[src/rtl/clkgen_pkg.sv]
// Shared types and constants for the CPU clock sequencer and its PLL reconfiguration FSM.
package clkgen_pkg;

    typedef enum logic [1:0] {
        PLL_IDLE  = 2'd0,
        PLL_DELAY = 2'd1,
        PLL_STEP  = 2'd2,
        PLL_WAIT  = 2'd3
    } pll_fsm_t;

    localparam int DEF_RECONF_DELAY = 8;
    localparam int DEF_SRDY_TIMEOUT = 4096;

    localparam int SPEED_3M5 = 0;
    localparam int SPEED_7M  = 1;
    localparam int SPEED_14M = 2;

endpackage

[src/rtl/pll_reconf_sequencer.sv]
// PLL reconfiguration FSM: debounce an option change, issue one SSTEP pulse, then wait for
// ready or time out.
module pll_reconf_sequencer
    import clkgen_pkg::*;
#(
    parameter int OPTW         = 3,
    parameter int RECONF_DELAY = DEF_RECONF_DELAY,
    parameter int SRDY_TIMEOUT = DEF_SRDY_TIMEOUT
) (
    input  logic            i_clk,
    input  logic            i_rst,
    input  logic [OPTW-1:0] i_option,
    input  logic            i_srdy,
    output logic [OPTW-1:0] o_state,
    output logic            o_sstep,
    output logic            o_busy,
    output pll_fsm_t        o_fsm
);

    localparam int TMAX = (RECONF_DELAY > SRDY_TIMEOUT) ? RECONF_DELAY : SRDY_TIMEOUT;
    localparam int TW   = $clog2(TMAX + 1);
    localparam logic [TW-1:0] T_RECONF = TW'(RECONF_DELAY);
    localparam logic [TW-1:0] T_SRDY   = TW'(SRDY_TIMEOUT);

    pll_fsm_t        r_fsm;
    logic [TW-1:0]   r_timer;
    logic [OPTW-1:0] r_state;

    pll_fsm_t        w_fsm_nxt;
    logic [TW-1:0]   w_timer_nxt;
    logic [OPTW-1:0] w_state_nxt;
    logic            w_change;

    assign w_change = (i_option != r_state);

    // Reset lands in DELAY so the PLL is always reconfigured once at boot.
    always_ff @(posedge i_clk) begin
        if (i_rst) begin
            r_fsm   <= PLL_DELAY;
            r_timer <= T_RECONF;
            r_state <= '0;
        end else begin
            r_fsm   <= w_fsm_nxt;
            r_timer <= w_timer_nxt;
            r_state <= w_state_nxt;
        end
    end

    always_comb begin
        w_fsm_nxt   = r_fsm;
        w_timer_nxt = r_timer;
        w_state_nxt = r_state;
        case (r_fsm)
            PLL_IDLE: begin
                if (w_change) begin
                    w_state_nxt = i_option;
                    w_timer_nxt = T_RECONF;
                    w_fsm_nxt   = PLL_DELAY;
                end
            end
            PLL_DELAY: begin
                if (w_change) begin
                    w_state_nxt = i_option;
                    w_timer_nxt = T_RECONF;
                end else if (r_timer == '0) begin
                    w_fsm_nxt = PLL_STEP;
                end else begin
                    w_timer_nxt = r_timer - TW'(1);
                end
            end
            PLL_STEP: begin
                w_timer_nxt = T_SRDY;
                w_fsm_nxt   = PLL_WAIT;
            end
            PLL_WAIT: begin
                // Option changes here are left for IDLE to pick up on its next cycle.
                if (i_srdy || (r_timer == '0)) begin
                    w_fsm_nxt = PLL_IDLE;
                end else begin
                    w_timer_nxt = r_timer - TW'(1);
                end
            end
            default: w_fsm_nxt = PLL_IDLE;
        endcase
    end

    always_comb begin
        o_sstep = (r_fsm == PLL_STEP);
        o_busy  = !((r_fsm == PLL_IDLE) && !w_change);
        o_state = r_state;
        o_fsm   = r_fsm;
    end

endmodule

[src/rtl/cpu_clock_sequencer.sv]
// CPU clock-enable generator with a glitch-free turbo ladder and contention stretching,
// plus the PLL reconfiguration sequencer.
module cpu_clock_sequencer
    import clkgen_pkg::*;
#(
    parameter int NSPEEDS      = 3,
    parameter int OPTW         = 3,
    parameter int RECONF_DELAY = DEF_RECONF_DELAY,
    parameter int SRDY_TIMEOUT = DEF_SRDY_TIMEOUT,
    localparam int SW          = (NSPEEDS > 1) ? $clog2(NSPEEDS) : 1
) (
    input  logic            clk,
    input  logic            rst,
    input  logic [SW-1:0]   turbo_sel,
    input  logic            contention,
    input  logic [OPTW-1:0] pll_option,
    input  logic            pll_srdy,
    output logic            cpu_ce_rise,
    output logic            cpu_ce_fall,
    output logic            cpuclk,
    output logic            cpuclkplain,
    output logic [SW-1:0]   speed_cur,
    output logic [OPTW-1:0] pll_state,
    output logic            pll_sstep,
    output logic            pll_busy,
    output pll_fsm_t        pll_fsm_dbg
);

    logic [NSPEEDS-1:0] r_cnt;
    logic [SW-1:0]      r_speed;
    logic               r_cpuclk;
    logic               r_plain;
    logic               r_ce_rise;
    logic               r_ce_fall;

    logic [SW-1:0]      w_shamt;
    logic [NSPEEDS-1:0] w_half;
    logic [NSPEEDS-1:0] w_mask;
    logic [NSPEEDS-1:0] w_phase;
    logic               w_rise_slot;
    logic               w_fall_slot;
    logic               w_do_rise;
    logic               w_do_fall;
    logic [SW-1:0]      w_sel_sat;

    // Half period is 2^(k-1) with k = NSPEEDS-speed; the mask wraps to all-ones at k = NSPEEDS.
    assign w_shamt     = SW'(NSPEEDS - 1) - r_speed;
    assign w_half      = NSPEEDS'(1) << w_shamt;
    assign w_mask      = (w_half << 1) - NSPEEDS'(1);
    assign w_phase     = r_cnt & w_mask;
    assign w_rise_slot = (w_phase == '0);
    assign w_fall_slot = (w_phase == w_half);
    assign w_do_rise   = w_rise_slot && !r_cpuclk;
    assign w_do_fall   = w_fall_slot && !contention;
    assign w_sel_sat   = ({1'b0, turbo_sel} >= (SW + 1)'(NSPEEDS)) ? SW'(NSPEEDS - 1) : turbo_sel;

    // cnt==0 is a rise slot at every speed, so switching there never creates a runt phase.
    always_ff @(posedge clk) begin
        if (rst) begin
            r_cnt     <= '0;
            r_speed   <= '0;
            r_cpuclk  <= 1'b0;
            r_plain   <= 1'b0;
            r_ce_rise <= 1'b0;
            r_ce_fall <= 1'b0;
        end else begin
            r_cnt     <= r_cnt + NSPEEDS'(1);
            r_ce_rise <= w_do_rise;
            r_ce_fall <= w_do_fall;
            if (r_cnt == '0) begin
                r_speed <= w_sel_sat;
            end
            if (w_do_rise) begin
                r_cpuclk <= 1'b1;
            end else if (w_do_fall) begin
                r_cpuclk <= 1'b0;
            end
            if (w_rise_slot) begin
                r_plain <= 1'b1;
            end else if (w_fall_slot) begin
                r_plain <= 1'b0;
            end
        end
    end

    assign cpu_ce_rise = r_ce_rise;
    assign cpu_ce_fall = r_ce_fall;
    assign cpuclk      = r_cpuclk;
    assign cpuclkplain = r_plain;
    assign speed_cur   = r_speed;

    pll_reconf_sequencer #(
        .OPTW         (OPTW),
        .RECONF_DELAY (RECONF_DELAY),
        .SRDY_TIMEOUT (SRDY_TIMEOUT)
    ) u_pll_seq (
        .i_clk    (clk),
        .i_rst    (rst),
        .i_option (pll_option),
        .i_srdy   (pll_srdy),
        .o_state  (pll_state),
        .o_sstep  (pll_sstep),
        .o_busy   (pll_busy),
        .o_fsm    (pll_fsm_dbg)
    );

endmodule
[config.mk]
export PLATFORM = sky130hd
export DESIGN_NAME = cpu_clock_sequencer
export DESIGN_NICKNAME = d
export VERILOG_FILES = /design/src/rtl/clkgen_pkg.sv /design/src/rtl/pll_reconf_sequencer.sv /design/src/rtl/cpu_clock_sequencer.sv
export SDC_FILE = /design/constraint.sdc
export NUM_CORES = 1
export LEC_CHECK = 0
export ABC_CLOCK_PERIOD_IN_PS = 4770
export CAP_MARGIN = 30
export CORE_UTILIZATION = 50
export CTS_CLUSTER_DIAMETER = 40
export CTS_CLUSTER_SIZE = 30
export DETAILED_ROUTE_END_ITERATION = 7
export HOLD_SLACK_MARGIN = 0.06
export PLACE_DENSITY = 0.85
export SYNTH_ARGS = -nofsm -noshare
export SYNTH_HDL_FRONTEND = slang
export SYNTH_HIERARCHICAL = 1
export SYNTH_SLANG_ARGS = --single-unit
export TNS_END_PERCENT = 100
[constraint.sdc]
create_clock -name clk -period 4.77 [get_ports clk]
set_input_delay 1.431 -clock clk [delete_from_list [all_inputs] [get_ports clk]]
set_output_delay 1.431 -clock clk [all_outputs]
set_load 0.01 [all_outputs]
== Word-level counts from Yosys, hierarchy flattened ==
Cells that the tools add are included.
Word-level totals
  bits in registers: 27
  input bits: 9
  output and inout bits: 13
Cells by class
  $add $sub $neg: 4
  magnitude comparators: 1
  eq/ne operators: 11
  shift operators: 1
  mux-type cells: 15
  bitwise operators: 1
  reduce and logical (&&, ||, !) cells: 18
Operator list (number)
  two-way mux 13 bit: 4
  one-hot mux 13 bit (4 select lines): 1
  zero test 13 bit: 1
  subtractor 13 x 1 -> 13 bit (second input constant): 1
  two-way mux 2 bit: 5
  one-hot mux 2 bit (4 select lines): 1
  zero test 3 bit: 2
  != test 2 x 1 -> 1 bit (second input constant): 3
  == test 2 bit (second input constant): 2
  zero test 1 bit: 4
  two-way mux 1 bit: 4
  != test 2 bit (second input constant): 2
  AND reduction 4 bit: 1
  nonzero test 2 bit: 2
  adder 3 x 1 -> 3 bit (second input constant): 1
  AND 3 bit: 1
  == test 3 bit: 1
  logical AND 1 bit: 3
  != test 3 x 2 -> 1 bit (second input constant): 1
  != test 3 bit: 1
  AND reduction 3 bit: 1
  << shifter 1 x 2 -> 3 bit (first input constant): 1
  subtractor 3 x 1 -> 3 bit (second input constant): 1
  == test 2 x 1 -> 1 bit (second input constant): 1
  other kinds (6): 6

== Depth between registers and ports, before layout ==
  word-level depth: 8
  mapped depth: 8

== Hierarchy ==
The synthesis kept the hierarchy.
Modules (own cells, without submodules)
  pll_reconf_sequencer: instances 1, cells an instance 139, area an instance 1164.9 um^2
  cpu_clock_sequencer: instances 1, cells an instance 45, area an instance 436.7 um^2

== Worst setup path before layout ==
No wires, ideal clock.
  path kind: input -> output
  start point: input port pll_option[2]
  end point: output port pll_busy
  arrival: 2.054 ns
  required time: 3.339 ns
  setup slack: 1.285 ns
  stages: 2
  cells stage by stage: xnor2_1 > nand4_1
On the way
  cells in the longest elaborated chain, start to end: 4
RTL lines
  start: declaration: line cpu_clock_sequencer.sv:16  | input logic [OPTW-1:0] pll_option,
  != test 3 bit: line pll_reconf_sequencer.sv:34  | assign w_change = (i_option != r_state);
  zero test 1 bit: line pll_reconf_sequencer.sv:89  | o_busy = !((r_fsm == PLL_IDLE) && !w_change);
  logical AND 1 bit: line pll_reconf_sequencer.sv:89
  zero test 1 bit: line pll_reconf_sequencer.sv:89
  end: declaration: line cpu_clock_sequencer.sv:25  | output logic pll_busy,
No other way between the ends.

== Worst setup path after layout ==
Same ends and word-level chain as after synthesis.

==> flow_metrics.tcl <==
set metrics [dict create \
    synth_compound_area_share_pct 20.2 \
    ys_ff_latch 27 \
    postCtsSetupBuffers 0 \
    cts_buffer_depth 2 \
    worstSetupPathType "in2out" \
    status "finished, final reports clean" \
    cp_top_family "buffers and inverters" \
    finalCritPeriodShare_pct 90.4 \
    fin_nets 225 \
    ctsHoldBuffers 0 \
    drc 0 \
    rsz0062_at_grt "false" \
    arrival_ps 2880 \
    synth_fa_ha_area_share_pct 7.81 \
    drt-wirelength-per-cell_um 13.0 \
    start_util_pct 52.5 \
    ys.flop_type "dfxtp_1" \
    leakage_uw 0.000701 \
    netlist_instances 184 \
    ys_async_sr_fraction_pct 0 \
    drt_first_pass_iters 4 \
    htreeDepth 1 \
    crit_path_max_fanout 5 \
    critPathMaxStageDelay_ps 510 \
    place.port_buffers 21 \
    dieArea_um2 3430 \
    overflow 0 \
    finClkSkew_ps 2.05 \
    multiInputGateArea_um2 996 \
    grt_pass1_vias 1298 \
    synth_top_family_by_area "simple AND/OR/NAND/NOR gates" \
    synthMuxAreaShare_pct 1.88 \
    fmax_mhz 232 \
    setup_tns_ps 0 \
    area.growth.synth_to_final_pct 17.5 \
    cts_resized 0 \
    cts_tree "yes" \
    cp.buffers_inverters 2 \
    synth-edff-count 0 \
    worst_path_most_repeated_cell "clkdlybuf4s50_1" \
    cts_buffers 3 \
    clk_latency_ps 320 \
    end_kind "output port" \
    synthDistinctLibCells 54 \
    n_antenna_cell 0 \
    synth_nets 203 \
    finalNonFillerCells 249 \
    coreArea_um2 3050 \
    finalHoldViolations 0 \
    via_per_inst 5.55 \
    syn_area_per_cell_um2 8.70 \
    power.density_nw_per_um2 479 \
    grt_max_degree 22 \
    cpMaxStageDelayCell "clkdlybuf4s50_1" \
    cts_root_buf "clkbuf_4" \
    final_cell_mix "dfxtp_1, clkdlybuf4s50_1, nand2_1" \
    start_kind "input port" \
    drv_cap 0 \
    dr_total_vias 1381 \
    seq_area_frac_synth_pct 33.8 \
    drt_wl_total_um 3250 \
    peakVddDrop_mv 0.312 \
    worst_pin_slew_ps 731 \
    synth_warnings 6 \
    min_period_ps 4310 \
    synthXorXnorAreaFrac_pct 3.83 \
    synth_simple_gate_area_share_pct 28.4 \
    path_cells "clkdlybuf4s50_1 > xnor2_1 > nand4_1 > clkdlybuf4s50_1" \
    dp_cells 245 \
    place_congestion 0.759 \
    gr-usage-all-layers_pct 20.7 \
    die_h_um 58.6 \
    die_x_um 58.6 \
    grt_pass1_wl_um 5580 \
    final_common_cell "dfxtp_1" \
    cp.required_ps 3340 \
    dp_hpwl_um 2420 \
    ant_nets 0 \
    fill_cells 271 \
    syn-cell-area_um2 1600 \
    clk_pin_slew_ps 140 \
    setup_violations 0 \
    fp-row-count 20 \
    cts_sinks 27 \
    timing.final.max_slew_violations 0 \
    drt_iter0_drc 48 \
    seq_area_um2 541 \
    slew_headroom_pct 51.1 \
    hp-class "reg2reg" \
    ios 22 \
    antenna_found_initial 0 \
    hold_ws_ps 489 \
    post_route_cells_drive_above_1_share_pct 8.29 \
]
state kept, by name (all words and copies together) (netlist names):
register and cells:
cpu_ce_fall 1, cpu_ce_rise 1, cpuclk 1, cpuclkplain 1
r_cnt 3, speed_cur 2, u_pll_seq/o_fsm 2, u_pll_seq/o_state 3
u_pll_seq/r_timer 13
report_power, final:
| part | internal, uW | switching (uW) | leakage [uW] | total [uW] |
|---|---|---|---|---|
| combinational | 217 | 267 | 0.000462 | 484 |
| clock | 31.4 | 66.7 | 0.0000177 | 98.1 |
| sequential | 269 | 50.7 | 0.000221 | 320 |
final cells by class:
type                       instances  share of cell area [%]
sequential                        27                    28.7
tap                               44                    2.93
clock buffer                       3                    1.20
multi-input combinational        140                    52.9
timing repair buffer              22                    11.6
clock inverter                     1                   0.266
inverter                          12                    2.39
final timing paths:
kind	from	to	slack, ps	cells after the start
worst max-delay path	pll_option[2]	pll_busy	460	4
worst min-delay path	u_pll_seq/r_timer[10]	u_pll_seq/r_timer[10]	490	1
worst max register to register	u_pll_seq/r_timer[0]	u_pll_seq/r_timer[1]	2650	7
worst min register to register	u_pll_seq/r_timer[10]	u_pll_seq/r_timer[10]	490	1
metrics by stage:
step | util (%) | area (um^2) | setup WS (ps) | total power [uW]
2_1_floorplan | - | 1600 | 1290 | 676
6_report | 61.6 | 1880 | 456 | 902
4_1_cts | 61.6 | 1880 | 448 | 902
3_5_place_dp | 60.7 | 1850 | 456 | 800
3_3_place_gp | 60.7 | 1850 | 509 | 793
5_1_grt | 61.6 | 1880 | 326 | 973
logic make-up after synthesis:
group	Yosys count
mux	3
buf+inv	17
flops	27
compound gates	45
simple gates	75
xor+xnor	7
fa+ha+maj	10
Yosys cell counts (2+ instances only):
master | n | area [um^2]
a31oi_1 | 5 | 31.3
nor2_1 | 15 | 56.3
nand2b_1 | 3 | 18.8
a41oi_1 | 3 | 26.3
ha_1 | 10 | 125
dfxtp_1 | 27 | 541
nand3b_1 | 3 | 22.5
xor2_1 | 2 | 17.5
o32ai_1 | 2 | 17.5
nand4_1 | 2 | 12.5
inv_1 | 12 | 45.0
clkbuf_1 | 3 | 11.3
nor3_1 | 4 | 20.0
mux2i_1 | 3 | 30.0
o21ai_0 | 8 | 40.0
a21oi_1 | 9 | 45.0
nor2b_1 | 4 | 25.0
xnor2_1 | 5 | 43.8
nor3b_1 | 3 | 22.5
and3_1 | 2 | 12.5
nand3_1 | 10 | 50.1
a311oi_1 | 2 | 17.5
nand2_1 | 16 | 60.1
metal layers:
| layer | up-vias | routed length [um] | track usage (%) |
|---|---|---|---|
| met5 | - | 0 | 0 |
| met4 | 0 | 28 | 6.80 |
| met3 | 4 | 83 | 2.20 |
| met2 | 19 | 1500 | 34.6 |
| met1 | 649 | 1630 | 27.9 |
| li1 | 709 | - | - |
No activity file was read; power rests on OpenSTA's default activity.
